<file path="src/rtl/wb_cmd_master.sv">
// wb_cmd_master: single-outstanding command to Wishbone classic master.
// Optional bus timeout: define WB_MASTER_TIMEOUT_EN.
//
// Ports:
//   clk, reset          clock, synchronous active-high reset
//   cmd_valid/ready     command handshake; payload we/adr/dat/sel
//   rsp_valid/ready     response handshake; payload dat/err/timeout
//   wishbone_*          Wishbone classic master (single beat)
//   busy                high whenever not idle
//
// Parameter:
//   TIMEOUT_CYCLES      bus cycles before abort (1..65535), only
//                       used when WB_MASTER_TIMEOUT_EN is defined

module wb_cmd_master #(
  parameter int unsigned TIMEOUT_CYCLES = 255
) (
  input  logic        clk,
  input  logic        reset,

  input  logic        cmd_valid,
  output logic        cmd_ready,
  input  logic        cmd_we,
  input  logic [29:0] cmd_adr,
  input  logic [31:0] cmd_dat,
  input  logic [3:0]  cmd_sel,

  output logic        rsp_valid,
  input  logic        rsp_ready,
  output logic [31:0] rsp_dat,
  output logic        rsp_err,
  output logic        rsp_timeout,

  output logic [29:0] wishbone_adr,
  output logic [31:0] wishbone_dat_w,
  output logic [3:0]  wishbone_sel,
  output logic        wishbone_we,
  output logic        wishbone_cyc,
  output logic        wishbone_stb,
  output logic [2:0]  wishbone_cti,
  output logic [1:0]  wishbone_bte,
  input  logic [31:0] wishbone_dat_r,
  input  logic        wishbone_ack,
  input  logic        wishbone_err,

  output logic        busy
);

  if (TIMEOUT_CYCLES < 1 || TIMEOUT_CYCLES > 65535) begin : g_bad_tmo
    $error("wb_cmd_master: TIMEOUT_CYCLES out of range");
  end

  typedef enum logic [1:0] {
    IDLE,
    BUS,
    RESP
  } state_t;

  state_t state;

  // Classic single-beat cycles only.
  assign wishbone_cti = 3'b000;
  assign wishbone_bte = 2'b00;

  logic tmo_only;
  logic bus_end;

`ifdef WB_MASTER_TIMEOUT_EN
  logic [15:0] tmo_cnt;
  logic        tmo_hit;

  // Counter holds the number of BUS cycles already completed,
  // so the abort lands after exactly TIMEOUT_CYCLES cycles.
  assign tmo_hit  = (tmo_cnt + 16'd1) == 16'(TIMEOUT_CYCLES);
  // Any slave answer in the same cycle beats the timeout.
  assign tmo_only = tmo_hit & ~wishbone_ack & ~wishbone_err;
`else
  assign tmo_only    = 1'b0;
  assign rsp_timeout = 1'b0;
`endif

  assign bus_end = wishbone_ack | wishbone_err | tmo_only;

  always_ff @(posedge clk) begin
    if (reset) begin
      state          <= IDLE;
      cmd_ready      <= 1'b1;
      busy           <= 1'b0;
      wishbone_cyc   <= 1'b0;
      wishbone_stb   <= 1'b0;
      wishbone_we    <= 1'b0;
      wishbone_adr   <= '0;
      wishbone_dat_w <= '0;
      wishbone_sel   <= '0;
      rsp_valid      <= 1'b0;
      rsp_dat        <= '0;
      rsp_err        <= 1'b0;
`ifdef WB_MASTER_TIMEOUT_EN
      rsp_timeout    <= 1'b0;
      tmo_cnt        <= '0;
`endif
    end else begin
      unique case (state)
        IDLE: begin
          if (cmd_valid) begin
            state          <= BUS;
            cmd_ready      <= 1'b0;
            busy           <= 1'b1;
            wishbone_cyc   <= 1'b1;
            wishbone_stb   <= 1'b1;
            wishbone_we    <= cmd_we;
            wishbone_adr   <= cmd_adr;
            wishbone_dat_w <= cmd_dat;
            wishbone_sel   <= cmd_sel;
`ifdef WB_MASTER_TIMEOUT_EN
            tmo_cnt        <= '0;
`endif
          end
        end

        BUS: begin
`ifdef WB_MASTER_TIMEOUT_EN
          tmo_cnt <= tmo_cnt + 16'd1;
`endif
          if (bus_end) begin
            state          <= RESP;
            wishbone_cyc   <= 1'b0;
            wishbone_stb   <= 1'b0;
            wishbone_we    <= 1'b0;
            wishbone_adr   <= '0;
            wishbone_dat_w <= '0;
            wishbone_sel   <= '0;
            rsp_valid      <= 1'b1;
            rsp_err        <= wishbone_err | tmo_only;
`ifdef WB_MASTER_TIMEOUT_EN
            rsp_timeout    <= tmo_only;
`endif
            // Data only on a clean read ack; err wins over ack.
            if (wishbone_ack && !wishbone_err && !wishbone_we)
              rsp_dat <= wishbone_dat_r;
            else
              rsp_dat <= '0;
          end
        end

        RESP: begin
          if (rsp_ready) begin
            state       <= IDLE;
            cmd_ready   <= 1'b1;
            busy        <= 1'b0;
            rsp_valid   <= 1'b0;
            rsp_dat     <= '0;
            rsp_err     <= 1'b0;
`ifdef WB_MASTER_TIMEOUT_EN
            rsp_timeout <= 1'b0;
`endif
          end
        end

        default: begin
          state     <= IDLE;
          cmd_ready <= 1'b1;
          busy      <= 1'b0;
        end
      endcase
    end
  end

endmodule

</file>
<file path="config.mk">
export PLATFORM = sky130hd
export DESIGN_NAME = wb_cmd_master
export DESIGN_NICKNAME = d
export VERILOG_FILES = /design/src/rtl/wb_cmd_master.sv
export SDC_FILE = /design/constraint.sdc
export NUM_CORES = 1
export LEC_CHECK = 0
export ABC_CLOCK_PERIOD_IN_PS = 2000
export CELL_PAD_IN_SITES_DETAIL_PLACEMENT = 1
export CELL_PAD_IN_SITES_GLOBAL_PLACEMENT = 1
export CORE_MARGIN = 8
export CORE_UTILIZATION = 27
export DETAILED_ROUTE_END_ITERATION = 7
export PLACE_DENSITY_LB_ADDON = 0.25
export SLEW_MARGIN = 20
export SYNTH_ARGS = -nofsm -noshare
export SYNTH_HDL_FRONTEND = slang
export SYNTH_SLANG_ARGS = --single-unit
</file>
<file path="constraint.sdc">
create_clock -name clk -period 2 [get_ports clk]
set_input_delay 0.3 -clock clk [delete_from_list [all_inputs] [get_ports clk]]
set_output_delay 0.3 -clock clk [all_outputs]
set_load 0.03 [all_outputs]
</file>
==> impl_metrics.yaml, run 1 <==
floorplan:
  start_util_pct: 27.38
  die_y_um: 131.4
  io_pins: 216
  die_w_um: 131.4
  design.core.area_um2: 13140
  die_area_um2: 17270
  num_rows: 42
synth:
  synth_edf_count: 0
  synth_ff_type: "dfxtp_1"
  yosysSeqAreaShare_pct: 58.99
  muxShareOfSynthArea_pct: 3.896
  post-synth-top-area-cell: "dfxtp_1"
  synth_top_family_by_area: "compound AO/OA/AOI/OAI gates"
  yosys_warnings: 0
  syn_area_um2: 3597
  synth-simple-area-share_pct: 7.409
  synthArstFlopShare_pct: 0
  synth_commonest_cells: "106 x dfxtp_1, 86 x a22o_1, 15 x nand2_1"
  syn_inst: 304
  yosysUniqueCellTypes: 31
  yosysMostFrequentCell: "dfxtp_1"
  synthAdderAreaFrac_pct: 0
  syn_area_per_cell_um2: 11.83
  synth-xor-area-share_pct: 0
  synth_compound_area_share_pct: 23.51
  ys_ff_latch: 106
  synth_top_cell_area_share_pct: 58.99
  ys_top_cells_by_area: "dfxtp_1 59%, a22o_1 21%, mux2i_1 3.9%"
timing:
  rsz0062_at_grt: "no"
  finalClockSkew_ns: 0.006521
  max_slew_margin_pct: 57.36
  clock.fmax_mhz: 564.1
  slew_violations: 0
  worst_slack_ns: 0.2273
  finalCriticalPeriod_ns: 1.773
  tightestPinTransition_ns: 0.6395
  hold_viol_final: 0
  setup_violations: 0
  fin_crit_sh_pct: 88.63
  fin_setup_tns_ns: 0
global_routing:
  gr-usage-all-layers_pct: 14.55
  grt.overflow.total: 0
  grt_pass1_vias: 3489
  grt_max_degree: 68
  grt_pass1_wl_um: 20130
  antenna_found_initial: 2
clock_network:
  clkLatencyLatePin_ns: 0.34
  post-cts-setup-buffer-count: 0
  cts_buffers: 9
  tritoncts: "built"
  holdBufCountCts: 0
  cts_root_buffer: "clkbuf_16"
  cts_htree_levels: 3
  clk_path_buf_depth: 2
  clk_pin_slew_ns: 0.06
  cts_resized: 0
  cts_num_sinks: 106
power_and_ir_drop:
  p_leak_nw: 2.338
  peakVddDrop_v: 0.0003596
  power_density_nw_per_um2: 821.1
setup_path:
  cp-start-kind: "flip-flop"
  critPathMaxStageDelay_ns: 0.74
  crit_chain: "clkdlybuf4s50_1"
  slowest_stage: "clkdlybuf4s50_1"
  end_kind: "primary output"
  required_ns: 1.70
  crit_fanout: 3
  worstSetupPathType: "reg -> out"
  cp_num_buf_inv: 1
  cp_top_family: "buffers and inverters"
  critPathArrivalTime_ns: 1.47
detailed_routing:
  drt-total-wl_um: 12600
  via_per_inst: 4.651
  drt-wirelength-per-cell_um: 18.34
  ant_nets: 0
  drc_errors: 0
  first_pass_iters: 4
  vias: 3195
  drt_first_iter_violations: 141
place:
  dp_hpwl_um: 9474
  numPortBuffers: 209
  preCtsSetupSlack_ns: -0.005192
  place_congestion: 0.6914
outcome:
  outcome: "complete, no violations"
worst_hold_path:
  hp-class: "reg -> reg"
finish:
  fin_util_pct: 46.88
  syn2layout_area_growth_pct: 71.20
  layout.nets: 611
  diodes: 0
  drive_gt1_share_pct: 6.654
run:
  max_cap_viol_count: 0
-- through the flow --
| stage | instances | hold WS (ns) | total power, W | cell area [um2] |
|---|---|---|---|---|
| finish | 687 | 0.4582 | 0.005056 | 6158 |
| global placement | 671 | 0.4428 | 0.003295 | 5854 |
| floorplan | 309 | 0.4255 | 0.002809 | 3616 |
| global route | 687 | 0.4778 | 0.005298 | 6158 |
| CTS | 687 | 0.4657 | 0.005143 | 6158 |
| detailed placement | 671 | 0.4532 | 0.003314 | 5854 |
-- routing by layer --
layer	track usage, %	vias up	wire length, um
met2	24.11	117	6203
met3	6.021	15	1061
met5	0	-	27
met1	16.40	1535	5126
met4	5.488	4	183
li1	-	1524	-
-- worst min-delay path, delay by kind of cell (launching register included) --
kind / cells / cell delay, ns
DFF: 1 / 0.31
muxes: 1 / 0.05
and+or+nand+nor: 1 / 0.05
-- sequential cells by signal, summed over array words and instances, names as in the netlist, 2 cells and up --
signal,count
rsp_dat,32
state,2
wishbone_adr,30
wishbone_sel,4
wishbone_dat_w,32
-- layout by cell type, fill, tap and decap left out, types with 2 or more instances in the layout --
cell / instances
conb_1: 6
clkinv_2: 2
nor2_1: 2
buf_12: 3
nand2_1: 15
buf_4: 8
clkdlybuf4s50_1: 209
inv_1: 3
mux2i_1: 14
a22o_1: 86
nand3b_1: 2
a21oi_1: 5
dfxtp_1: 106
o21ai_0: 3
nand4_1: 14
and3_1: 2
nand2b_1: 3
clkbuf_16: 9
-- cells by family after synthesis --
| family | count (synthesis) |
|---|---|
| buf+inv | 37 |
| compound gates | 100 |
| other cells | 1 |
| mux | 14 |
| simple gates | 46 |
| flops | 106 |
-- power breakdown --
group          leakage (nW)  internal, W  total [W]  switching [W]
logic                  1.32     0.000485   0.000966       0.000481
registers             0.866      0.00222    0.00229      0.0000677
clock network         0.149      0.00101    0.00180       0.000792
-- final timing paths --
path                             from                           end  slack [ns]  cells after the start
max reg2reg     state[0]$_SDFFE_PP0P_  wishbone_sel[0]$_SDFFE_PP0P_        0.25                      4
min reg2reg   rsp_dat[9]$_SDFFE_PP0P_       rsp_dat[9]$_SDFFE_PP0P_        0.46                      2
max          wishbone_we$_SDFFE_PP0P_                   wishbone_we        0.23                      1
min           rsp_dat[9]$_SDFFE_PP0P_       rsp_dat[9]$_SDFFE_PP0P_        0.46                      2
-- final cells by class --
cell class / count / area, um2
Fill cell: 1429 / 6979
Timing Repair Buffer: 220 / 2212
Multi-Input combinational cell: 166 / 1289
Inverter: 3 / 11.26
Sequential cell: 106 / 2122
Tap cell: 176 / 220.2
Clock inverter: 6 / 65.06
Clock buffer: 10 / 239.0
Note: power is estimated with default switching activity, not from simulation.
==> run 2: changes to the inputs <==
- MAX_ROUTING_LAYER: default -> met4
==> impl_metrics.yaml, run 2 (synthesized netlist as in run 1, its figures left out) <==
outcome:
  outcome: "complete, no violations"
clock_network:
  cts_htree_levels: 3
  clkLatencyLatePin_ns: 0.34
  post-cts-setup-buffer-count: 0
  cts_resized: 0
  cts_buffers: 9
  holdBufCountCts: 0
  clk_pin_slew_ns: 0.06
  clk_path_buf_depth: 2
  cts_num_sinks: 106
  tritoncts: "built"
  cts_root_buffer: "clkbuf_16"
setup_path:
  critPathMaxStageDelay_ns: 0.74
  cp_top_family: "buffers and inverters"
  cp-start-kind: "flip-flop"
  crit_chain: "clkdlybuf4s50_1"
  startpoint: "wishbone_we$_SDFFE_PP0P_"
  cp.depth: 1
  cp_num_buf_inv: 1
  rr_startpoint: "state[0]$_SDFFE_PP0P_"
  required_ns: 1.70
  worstSetupPathType: "reg -> out"
  critPathArrivalTime_ns: 1.48
  end_kind: "primary output"
  rr_worst_depth: 4
  crit_fanout: 3
  slowest_stage: "clkdlybuf4s50_1"
finish:
  layout_common_cells: "209 x clkdlybuf4s50_1, 106 x dfxtp_1, 86 x a22o_1, 15 x nand2_1"
  stdcell_count: 689
  drive_gt1_share_pct: 6.654
  layout.nets: 611
  fill_cells: 1430
  reg_top3: "rsp_dat (32), wishbone_dat_w (32), wishbone_adr (30)"
  final_common_cell: "clkdlybuf4s50_1"
  fin_util_pct: 46.91
  syn2layout_area_growth_pct: 71.34
power_and_ir_drop:
  peakVddDrop_v: 0.0003617
  p_leak_nw: 2.338
  power_w: 0.005059
  power_density_nw_per_um2: 820.9
global_routing:
  grt.overflow.total: 0
  gr-usage-all-layers_pct: 14.89
  antenna_found_initial: 2
  grt_pass1_vias: 3521
  grt_pass1_wl_um: 20000
  grt_max_degree: 68
detailed_routing:
  drt-wirelength-per-cell_um: 18.30
  first_pass_iters: 4
  drc_errors: 0
  ant_nets: 0
  vias: 3193
  drt-total-wl_um: 12610
  via_per_inst: 4.634
  drt_first_iter_violations: 155
floorplan:
  design.core.area_um2: 13140
  start_util_pct: 27.38
  io_pins: 216
  die_y_um: 131.4
  die_area_um2: 17270
  die_w_um: 131.4
  num_rows: 42
place:
  place_congestion: 0.6988
  dpl.cell_count: 671
  dp_hpwl_um: 9474
  numPortBuffers: 209
  preCtsSetupSlack_ns: -0.005192
timing:
  hold_viol_final: 0
  fin_crit_sh_pct: 88.79
  fin_setup_tns_ns: 0
  max_slew_margin_pct: 56.96
  finalClockSkew_ns: 0.005467
  finalCriticalPeriod_ns: 1.776
  tightestPinTransition_ns: 0.6456
  setup_violations: 0
  rsz0062_at_grt: "no"
  worst_slack_ns: 0.2242
  clock.fmax_mhz: 563.1
  slew_violations: 0
worst_hold_path:
  hp-start: "rsp_dat[9]$_SDFFE_PP0P_"
  min_path_cells: 2
  hp-class: "reg -> reg"
run:
  max_cap_viol_count: 0
-- run 2: changes by cell type in the layout (fill, tap and decap cells not counted), sizes merged --
cell and delta:
diode +2
-- run 2: through the flow --
| step | instance area (um2) | hold slack (ns) |
|---|---|---|
| 3_3_place_gp | 5854 | 0.4428 |
| 5_1_grt | 6163 | 0.4778 |
| 3_5_place_dp | 5854 | 0.4532 |
| 2_1_floorplan | 3616 | 0.4255 |
| 4_1_cts | 6158 | 0.4657 |
| 6_report | 6163 | 0.4582 |
-- run 2: final timing paths --
path	slack (ns)	to
setup / recovery	0.22	wishbone_we
hold / removal	0.46	rsp_dat[9]$_SDFFE_PP0P_
setup reg to reg	0.26	wishbone_dat_w[5]$_SDFFE_PP0P_
hold reg to reg	0.46	rsp_dat[9]$_SDFFE_PP0P_
-- run 2: power breakdown --
part	leakage [nW]	total [W]	internal [W]	switching (W)
Sequential	0.866	0.00229	0.00222	0.0000674
Combinational	1.32	0.000968	0.000485	0.000483
Clock	0.149	0.00180	0.00101	0.000794
Total	2.34	0.00506	0.00371	0.00134
-- run 2: routing by layer --
layer	wire [um]	vias to the layer above	global-route usage, %
li1	-	1528	-
met4	210	0	5.488
met3	876	13	4.954
met5	0	-	-
met2	6191	120	24.25
met1	5330	1532	16.72
-- run 2: cell type report --
cell class	count	area [um2]	share of cell area (%)
flip-flops and latches	106	2122	34.43
well taps	176	220.2	3.573
multi-input cells	166	1289	20.91
clock inverters	6	65.06	1.056
inverters	3	11.26	0.1827
repair buffers	220	2212	35.89
clock buffers	10	239.0	3.877
diodes	2	5.005	0.08120
